**config.mk**
```make
export PLATFORM = sky130hd
export DESIGN_NAME = traffic_lamp_monitor
export DESIGN_NICKNAME = d
export VERILOG_FILES = /design/src/rtl/traffic_lamp_monitor.sv
export SDC_FILE = /design/constraint.sdc
export NUM_CORES = 1
export LEC_CHECK = 0
export BUFFER_PORTS_ARGS = -buffer_cell sky130_fd_sc_hd__buf_2
export CAP_MARGIN = 40
export CORE_MARGIN = 2
export CORE_UTILIZATION = 57
export DETAILED_ROUTE_END_ITERATION = 16
export GPL_TIMING_DRIVEN = 0
export HOLD_SLACK_MARGIN = 0.08
export MAX_ROUTING_LAYER = met4
export PLACE_DENSITY = 0.81
export SLEW_MARGIN = 30
export SYNTH_ARGS = -nofsm -noshare
export SYNTH_HDL_FRONTEND = slang
export SYNTH_SLANG_ARGS = --single-unit
```
**constraint.sdc**
```tcl
create_clock -name clk -period 4.58 [get_ports clk]
set_input_delay 0 -clock clk [delete_from_list [all_inputs] [get_ports clk]]
set_output_delay 0 -clock clk [all_outputs]
set_load 0.05 [all_outputs]
```
**src/rtl/traffic_lamp_monitor.sv**
```systemverilog
`default_nettype none
// ============================================================================
// Module   : traffic_lamp_monitor
// Purpose  : Independent receive-side checker for the 12 intersection lamp
//            drives. Decodes the lamp pattern into a phase number, locks onto
//            the 12-phase sequence and checks one-hot legality, phase order
//            and per-phase dwell time. The first violation is latched as a
//            sticky fault; completed signal cycles are counted.
// Revision : 1.0 - initial release
// ============================================================================
module traffic_lamp_monitor #(
    parameter int G13_CYCLES = 31,  // dwell of L1_G and L3_G, in samples
    parameter int G24_CYCLES = 21,  // dwell of L2_G and L4_G, in samples
    parameter int Y_CYCLES   = 6,   // dwell of every yellow phase
    parameter int R_CYCLES   = 6    // dwell of every red (all-clear) phase
) (
    input  logic       clk,
    input  logic       reset,
    input  logic       l1_green,
    input  logic       l1_yellow,
    input  logic       l1_red,
    input  logic       l2_green,
    input  logic       l2_yellow,
    input  logic       l2_red,
    input  logic       l3_green,
    input  logic       l3_yellow,
    input  logic       l3_red,
    input  logic       l4_green,
    input  logic       l4_yellow,
    input  logic       l4_red,
    input  logic       clear_fault,
    output logic [3:0] phase,
    output logic       phase_valid,
    output logic [5:0] dwell,
    output logic       fault,
    output logic [2:0] fault_code,
    output logic [3:0] fault_phase,
    output logic [7:0] cycle_count
);

    // ------------------------------------------------------------------------
    // Constants
    // ------------------------------------------------------------------------
    typedef enum logic [1:0] {
        ST_SYNC  = 2'd0,
        ST_TRACK = 2'd1,
        ST_FAULT = 2'd2
    } state_t;

    localparam logic [2:0] c_CODE_NONE      = 3'd0;
    localparam logic [2:0] c_CODE_ONEHOT    = 3'd1;
    localparam logic [2:0] c_CODE_SEQUENCE  = 3'd2;
    localparam logic [2:0] c_CODE_OVERSTAY  = 3'd3;
    localparam logic [2:0] c_CODE_UNDERSTAY = 3'd4;

    localparam logic [3:0] c_LAST_PHASE  = 4'd11;
    localparam logic [7:0] c_CYCLE_MAX   = 8'd255;

    // ------------------------------------------------------------------------
    // Registered state and next-state wires
    // ------------------------------------------------------------------------
    state_t     r_state,        w_state;
    logic [3:0] r_phase,        w_phase;
    logic       r_phase_valid,  w_phase_valid;
    logic [5:0] r_dwell,        w_dwell;
    logic       r_fault,        w_fault;
    logic [2:0] r_fault_code,   w_fault_code;
    logic [3:0] r_fault_phase,  w_fault_phase;
    logic [7:0] r_cycle_count,  w_cycle_count;
    logic       r_first_phase,  w_first_phase;

    // ------------------------------------------------------------------------
    // Lamp decode
    // ------------------------------------------------------------------------
    // Bit index equals phase number: 0=L1_G, 1=L1_Y, 2=L1_R, 3=L2_G ... 11=L4_R.
    logic [11:0] w_lamps;
    logic        w_onehot;
    logic [3:0]  w_decoded;
    logic [3:0]  w_next_legal;
    logic [5:0]  w_expected;
    logic        w_changed;
    logic        w_understay;

    assign w_lamps = {l4_red, l4_yellow, l4_green,
                      l3_red, l3_yellow, l3_green,
                      l2_red, l2_yellow, l2_green,
                      l1_red, l1_yellow, l1_green};

    // Exactly one bit set: non-zero and clearing the lowest set bit leaves zero.
    assign w_onehot = (w_lamps != 12'd0) &&
                      ((w_lamps & (w_lamps - 12'd1)) == 12'd0);

    // Encode the lamp vector to a phase number; only meaningful when one-hot.
    always_comb begin
        w_decoded = 4'd0;
        for (int i = 0; i < 12; i++) begin
            if (w_lamps[i]) begin
                w_decoded = 4'(i);
            end
        end
    end

    // Phase succession wraps from L4_R back to L1_G.
    assign w_next_legal = (r_phase == c_LAST_PHASE) ? 4'd0 : (r_phase + 4'd1);

    // Required dwell of the phase currently being tracked.
    always_comb begin
        case (r_phase)
            4'd0, 4'd6:               w_expected = 6'(G13_CYCLES);
            4'd3, 4'd9:               w_expected = 6'(G24_CYCLES);
            4'd1, 4'd4, 4'd7, 4'd10:  w_expected = 6'(Y_CYCLES);
            default:                  w_expected = 6'(R_CYCLES);
        endcase
    end

    assign w_changed = (w_decoded != r_phase);

    // The phase seen at lock time may have been entered part-way through, so
    // it is only required not to exceed its dwell; later phases must reach it.
    assign w_understay = r_first_phase ? (r_dwell > w_expected)
                                       : (r_dwell < w_expected);

    // ------------------------------------------------------------------------
    // Next-state and output logic
    // ------------------------------------------------------------------------
    // Evaluates one lamp sample against the tracked phase, in violation priority.
    always_comb begin
        w_state       = r_state;
        w_phase       = r_phase;
        w_phase_valid = r_phase_valid;
        w_dwell       = r_dwell;
        w_fault       = r_fault;
        w_fault_code  = r_fault_code;
        w_fault_phase = r_fault_phase;
        w_cycle_count = r_cycle_count;
        w_first_phase = r_first_phase;

        case (r_state)
            ST_SYNC: begin
                // Dark or mixed lamps at start-up are tolerated silently.
                if (w_onehot) begin
                    w_state       = ST_TRACK;
                    w_phase       = w_decoded;
                    w_dwell       = 6'd1;
                    w_phase_valid = 1'b1;
                    w_first_phase = 1'b1;
                end
            end

            ST_TRACK: begin
                if (!w_onehot) begin
                    w_fault_code = c_CODE_ONEHOT;
                end else if (w_changed && (w_decoded != w_next_legal)) begin
                    w_fault_code = c_CODE_SEQUENCE;
                end else if (w_changed && w_understay) begin
                    w_fault_code = c_CODE_UNDERSTAY;
                end else if (!w_changed && (r_dwell == w_expected)) begin
                    w_fault_code = c_CODE_OVERSTAY;
                end else if (w_changed) begin
                    w_phase       = w_decoded;
                    w_dwell       = 6'd1;
                    w_first_phase = 1'b0;
                    if ((w_decoded == 4'd0) && (r_cycle_count != c_CYCLE_MAX)) begin
                        w_cycle_count = r_cycle_count + 8'd1;
                    end
                end else begin
                    w_dwell = r_dwell + 6'd1;
                end

                // Any violation freezes phase and dwell at their pre-sample values.
                if (w_fault_code != c_CODE_NONE) begin
                    w_fault       = 1'b1;
                    w_fault_phase = r_phase;
                    w_phase_valid = 1'b0;
                    w_state       = ST_FAULT;
                end
            end

            ST_FAULT: begin
                // Lamp inputs are ignored until the interlock releases the fault.
                if (clear_fault) begin
                    w_state       = ST_SYNC;
                    w_fault       = 1'b0;
                    w_fault_code  = c_CODE_NONE;
                    w_fault_phase = 4'd0;
                    w_dwell       = 6'd0;
                end
            end

            default: begin
                w_state = ST_SYNC;
            end
        endcase
    end

    // ------------------------------------------------------------------------
    // State registers
    // ------------------------------------------------------------------------
    // Asynchronous reset returns to SYNC with every output cleared.
    always_ff @(posedge clk or posedge reset) begin
        if (reset) begin
            r_state       <= ST_SYNC;
            r_phase       <= 4'd0;
            r_phase_valid <= 1'b0;
            r_dwell       <= 6'd0;
            r_fault       <= 1'b0;
            r_fault_code  <= c_CODE_NONE;
            r_fault_phase <= 4'd0;
            r_cycle_count <= 8'd0;
            r_first_phase <= 1'b0;
        end else begin
            r_state       <= w_state;
            r_phase       <= w_phase;
            r_phase_valid <= w_phase_valid;
            r_dwell       <= w_dwell;
            r_fault       <= w_fault;
            r_fault_code  <= w_fault_code;
            r_fault_phase <= w_fault_phase;
            r_cycle_count <= w_cycle_count;
            r_first_phase <= w_first_phase;
        end
    end

    // ------------------------------------------------------------------------
    // Outputs
    // ------------------------------------------------------------------------
    assign phase       = r_phase;
    assign phase_valid = r_phase_valid;
    assign dwell       = r_dwell;
    assign fault       = r_fault;
    assign fault_code  = r_fault_code;
    assign fault_phase = r_fault_phase;
    assign cycle_count = r_cycle_count;

endmodule
`default_nettype wire

```
==> key figures <==
Drt
  • First-pass iteration count of the detailed router: 6
  • Via/cell ratio: 6.06
  • Final WL: 6010 um
  • Post-detailed-route DRC marker count: 0
  • Total vias in the final route: 2322
  • Wire per inst: 15.7 um
  • Starting DRT DRC Count: 211
  • Routed Antenna Nets: 0

Synth
  • Compound-Gate Fraction of Synth Area: 0.240
  • Number of enable-type register cells in the synthesized netlist: 0
  • Ys Warns: 0
  • Most common flop cell mapped by yosys: dfrtp_1
  • Synth Area in Simple Gates: 0.224
  • Avg Synthesized Cell Area: 8.75 um^2
  • Sequential area share after synthesis: 0.303
  • Largest family of logic cells by synthesized area: compound AO/OA/AOI/OAI gates
  • Flip-flop and latch count after synthesis: 30
  • Share of the synthesized netlist area taken by xor and xnor gates: 0.0460
  • Count of mapped cells out of synthesis: 283
  • Post-Synthesis Cell Area: 2480 um^2
  • Post-synthesis async set-or-reset flop share: 1.00
  • Synthesized net count: 312
  • Share of synthesized cell area in full adder, half adder and majority cells: 0.0788
  • Share of cell area taken by muxes after synthesis: 0.0591
  • Cell variety after synth: 65

STA
  • Worst hold slack across all endpoints: 109 ps
  • Number of failing hold endpoints at the final stage: 0
  • Max Clock Skew: 2.49 ps
  • Remaining max-slew budget at the tightest pin: 0.481
  • Transition time of the tightest slew-check pin: 770 ps
  • Timing-limited maximum frequency: 242 MHz
  • Total of endpoints with negative setup slack in the final report: 0
  • Setup repair after global routing missed its margin: no
  • Final period util: 0.902
  • Max-slew violation count: 0
  • Setup TNS: 0 ps
  • Final critical path time including I/O delays and setup: 4130 ps

Global route
  • Total congestion overflow: 0
  • Total routing resource utilization after global routing: 0.270
  • Wire length of the first global-routing pass: 10400 um
  • Via count of the first global-routing pass: 2207
  • Initial antenna violation count: 0
  • Pin count of the biggest net entering global routing: 31

Clocking
  • Count of instances resized after the clock tree is built: 0
  • Total number of H-tree levels: 2
  • Number of buffers on the longest clock path: 2
  • TritonCTS clock tree: built
  • Number of CTS-inserted buffers: 5
  • Clock latency on the worst-skew pair: 290 ps
  • Setup Buffers After CTS: 0
  • Clock-pin slew on the worst setup and hold paths: 70 ps
  • Buffer type at the clock tree root: clkbuf_8
  • Num Clock Sinks: 30

Finish
  • Area used by multi-input combinational logic: 1610 um^2
  • Sequential cell area: 751 um^2
  • Antenna diodes: 0
  • Synthesis-to-finish area growth: 15.2%
  • Number of inserted filler cells in the final layout: 342
  • Design Area, Final: 2850 um^2
  • Share of post-route cells with drive strength above 1: 0.216
  • Post-layout instance count excluding filler cells: 383
  • Net count of the finished layout: 361

Power and ir drop
  • Switching Fraction: 0.440
  • Highest ir drop seen on vdd: 0.337 mV
  • Switching power total: 437 uW
  • Int Power: 556 uW
  • Power share of the clock group: 0.227
  • Reg power frac: 0.347
  • Logic gate share of total power: 0.426
  • Leakage: 0.00127 uW
  • Cell Pwr Density: 348 nW/um^2

Placed design
  • Global placement routability congestion: 0.927
  • Total placed instance area: 2740 um^2
  • Final HPWL from detailed placement: 4570 um
  • Instance count after placement with tap cells included: 373
  • Count of input and output buffers: 38

Critical path
  • Category of the worst setup path launch point: flip-flop
  • Cell with the most instances on the worst path: nor2_1
  • Start-to-end type of the worst setup path: flip-flop to flip-flop
  • CP startpoint: phase[0]
  • Slowest CP cell: dfrtp_1
  • Start of the worst register-to-register path: phase[0]
  • Count of buffer and inverter cells on the critical path: 2
  • Highest fanout seen on the critical path: 8
  • Sort of element at the end of the critical path: flip-flop
  • Worst Path Arrival: 4310 ps
  • Worst stage delay on the critical path: 500 ps
  • Required time worst endpoint: 4750 ps
  • Critical path cell sequence: inv_1 > ha_1 > nor2_1 > a21oi_1 > nor2_1 > a21o_1 > inv_1 > ha_1 > and4b_1 > and3_1 > nand2b_1 > mux2i_1 > nor4_4 > mux2i_1 > nor2_1 > mux2_2
  • Top delay family on crit path: simple AND/OR/NAND/NOR gates

Hold path
  • HP Class: input port to flip-flop
  • Startpoint of the most critical hold path: l4_green

Die
  • Vert. Die Dim: 69.9 um
  • Number of rows created at floorplan: 23
  • Effective utilization at floorplan: 0.606
  • Die boundary width: 69.9 um
  • Die area: 4890 um^2
  • Placeable core area: 4090 um^2
  • Ports: 42

Run status
  • Run status: finished clean

Flow run
  • Maximum capacitance violations: 0
power by group through the flow:
stage	combinational, uW	clock (uW)	sequential, uW
4_1_cts	423	229	344
6_report	423	225	345
5_1_grt	465	243	352
3_5_place_dp	420	0	348
3_3_place_gp	407	0	347
2_1_floorplan	196	0	469
path summary, 6_finish.rpt:
path | slack (ps) | cells past startpoint | end
worst max-delay path | 450 | 16 | phase[2]
worst min-delay path | 110 | 3 | phase[3]
worst max register to register | 450 | 16 | phase[2]
worst min register to register | 490 | 1 | fault_phase[1]
max in group asynchronous | 3810 | 3 | fault_phase[0]
min in group asynchronous | 350 | 3 | cycle_count[0]
logic make-up after synthesis:
family / count (synthesis)
and+or+nand+nor: 102
AOI/OAI and AO/OA: 78
buffers and inverters: 30
DFF: 30
adders and majority gates: 16
muxes: 14
xor gates and xnor gates: 13
stage by stage:
stage / setup WS [ps] / util / power (uW)
global route: 133 / 0.698 / 1060
finish: 448 / 0.698 / 993
CTS: 498 / 0.698 / 997
detailed placement: 540 / 0.670 / 768
floorplan: 712 / - / 665
global placement: 651 / 0.668 / 754
worst register-to-register path, stage by stage, from the launching register on:
cell	delay (ps)
dfrtp_1	500
inv_1	200
ha_1	360
nor2_1	110
a21oi_1	50
nor2_1	110
a21o_1	120
inv_1	60
ha_1	300
and4b_1	210
and3_1	250
nand2b_1	130
mux2i_1	140
nor4_4	500
mux2i_1	220
nor2_1	370
mux2_2	390
layout by cell type (no fill, tap or decap), types with 3 or more instances in the layout:
cell type,n
o31a_1,3
and3_1,6
xor2_1,5
xnor2_1,8
nor3b_1,3
o22ai_1,3
nor2b_1,5
nor4_1,3
buf_2,42
mux2i_1,9
ha_1,14
o21ai_0,13
nand3_1,8
mux2_2,5
clkbuf_8,6
a211oi_1,4
o2bb2ai_1,4
o2111ai_1,4
nand2b_1,4
a21oi_1,11
nand2_1,13
nor2_1,29
nand4_1,3
o211ai_1,3
a21o_1,3
nor3_1,13
dfrtp_1,30
inv_1,20
clkbuf_1,4
a22oi_1,3
o31ai_1,3
routing by layer:
metal	up-vias	global-route usage	wire [um]
met5	-	-	0
met1	1094	0.352	2650
met2	66	0.430	2940
li1	1149	-	-
met3	13	0.0418	309
met4	0	0.0919	114
state kept, by name, summed over array words and instances, names as in the netlist:
signal,count
dwell,6
fault_code,3
r_state,2
phase_valid,1
phase,4
fault,1
r_first_phase,1
cycle_count,8
fault_phase,4
Yosys cell counts, types with 3 or more instances:
| master | instances | area (um^2) |
|---|---|---|
| a211oi_1 | 4 | 30.0 |
| a21o_1 | 3 | 22.5 |
| a21oi_1 | 11 | 55.1 |
| a22oi_1 | 3 | 22.5 |
| and3_1 | 6 | 37.5 |
| buf_2 | 3 | 15.0 |
| clkbuf_1 | 4 | 15.0 |
| dfrtp_1 | 30 | 751 |
| ha_1 | 14 | 175 |
| inv_1 | 21 | 78.8 |
| mux2_2 | 5 | 56.3 |
| mux2i_1 | 9 | 90.1 |
| nand2_1 | 13 | 48.8 |
| nand2b_1 | 4 | 25.0 |
| nand3_1 | 8 | 40.0 |
| nand4_1 | 3 | 18.8 |
| nor2_1 | 29 | 109 |
| nor2b_1 | 5 | 31.3 |
| nor3_1 | 13 | 65.1 |
| nor3b_1 | 3 | 22.5 |
| nor4_1 | 3 | 18.8 |
| o2111ai_1 | 4 | 35.0 |
| o211ai_1 | 3 | 22.5 |
| o21ai_0 | 13 | 65.1 |
| o22ai_1 | 3 | 18.8 |
| o2bb2ai_1 | 4 | 35.0 |
| o31a_1 | 3 | 26.3 |
| o31ai_1 | 3 | 22.5 |
| xnor2_1 | 8 | 70.1 |
| xor2_1 | 5 | 43.8 |
final cells by class:
cell class | count | share of cell area
buffer | 9 | 0.0145
clock buffer | 6 | 0.0289
clock inverter | 2 | 0.00438
inverter | 21 | 0.0276
multi-input combinational | 223 | 0.563
sequential | 30 | 0.263
tap | 50 | 0.0219
timing repair buffer | 42 | 0.0767
repair_timing:
| item | 4_1_cts | 5_1_grt |
|---|---|---|
| endpoints found under the setup margin | 0 | 0 |
| hold endpoints to repair | 33 | 0 |
| hold buffers | 2 | 0 |
No activity file was read; power rests on OpenSTA's default activity.
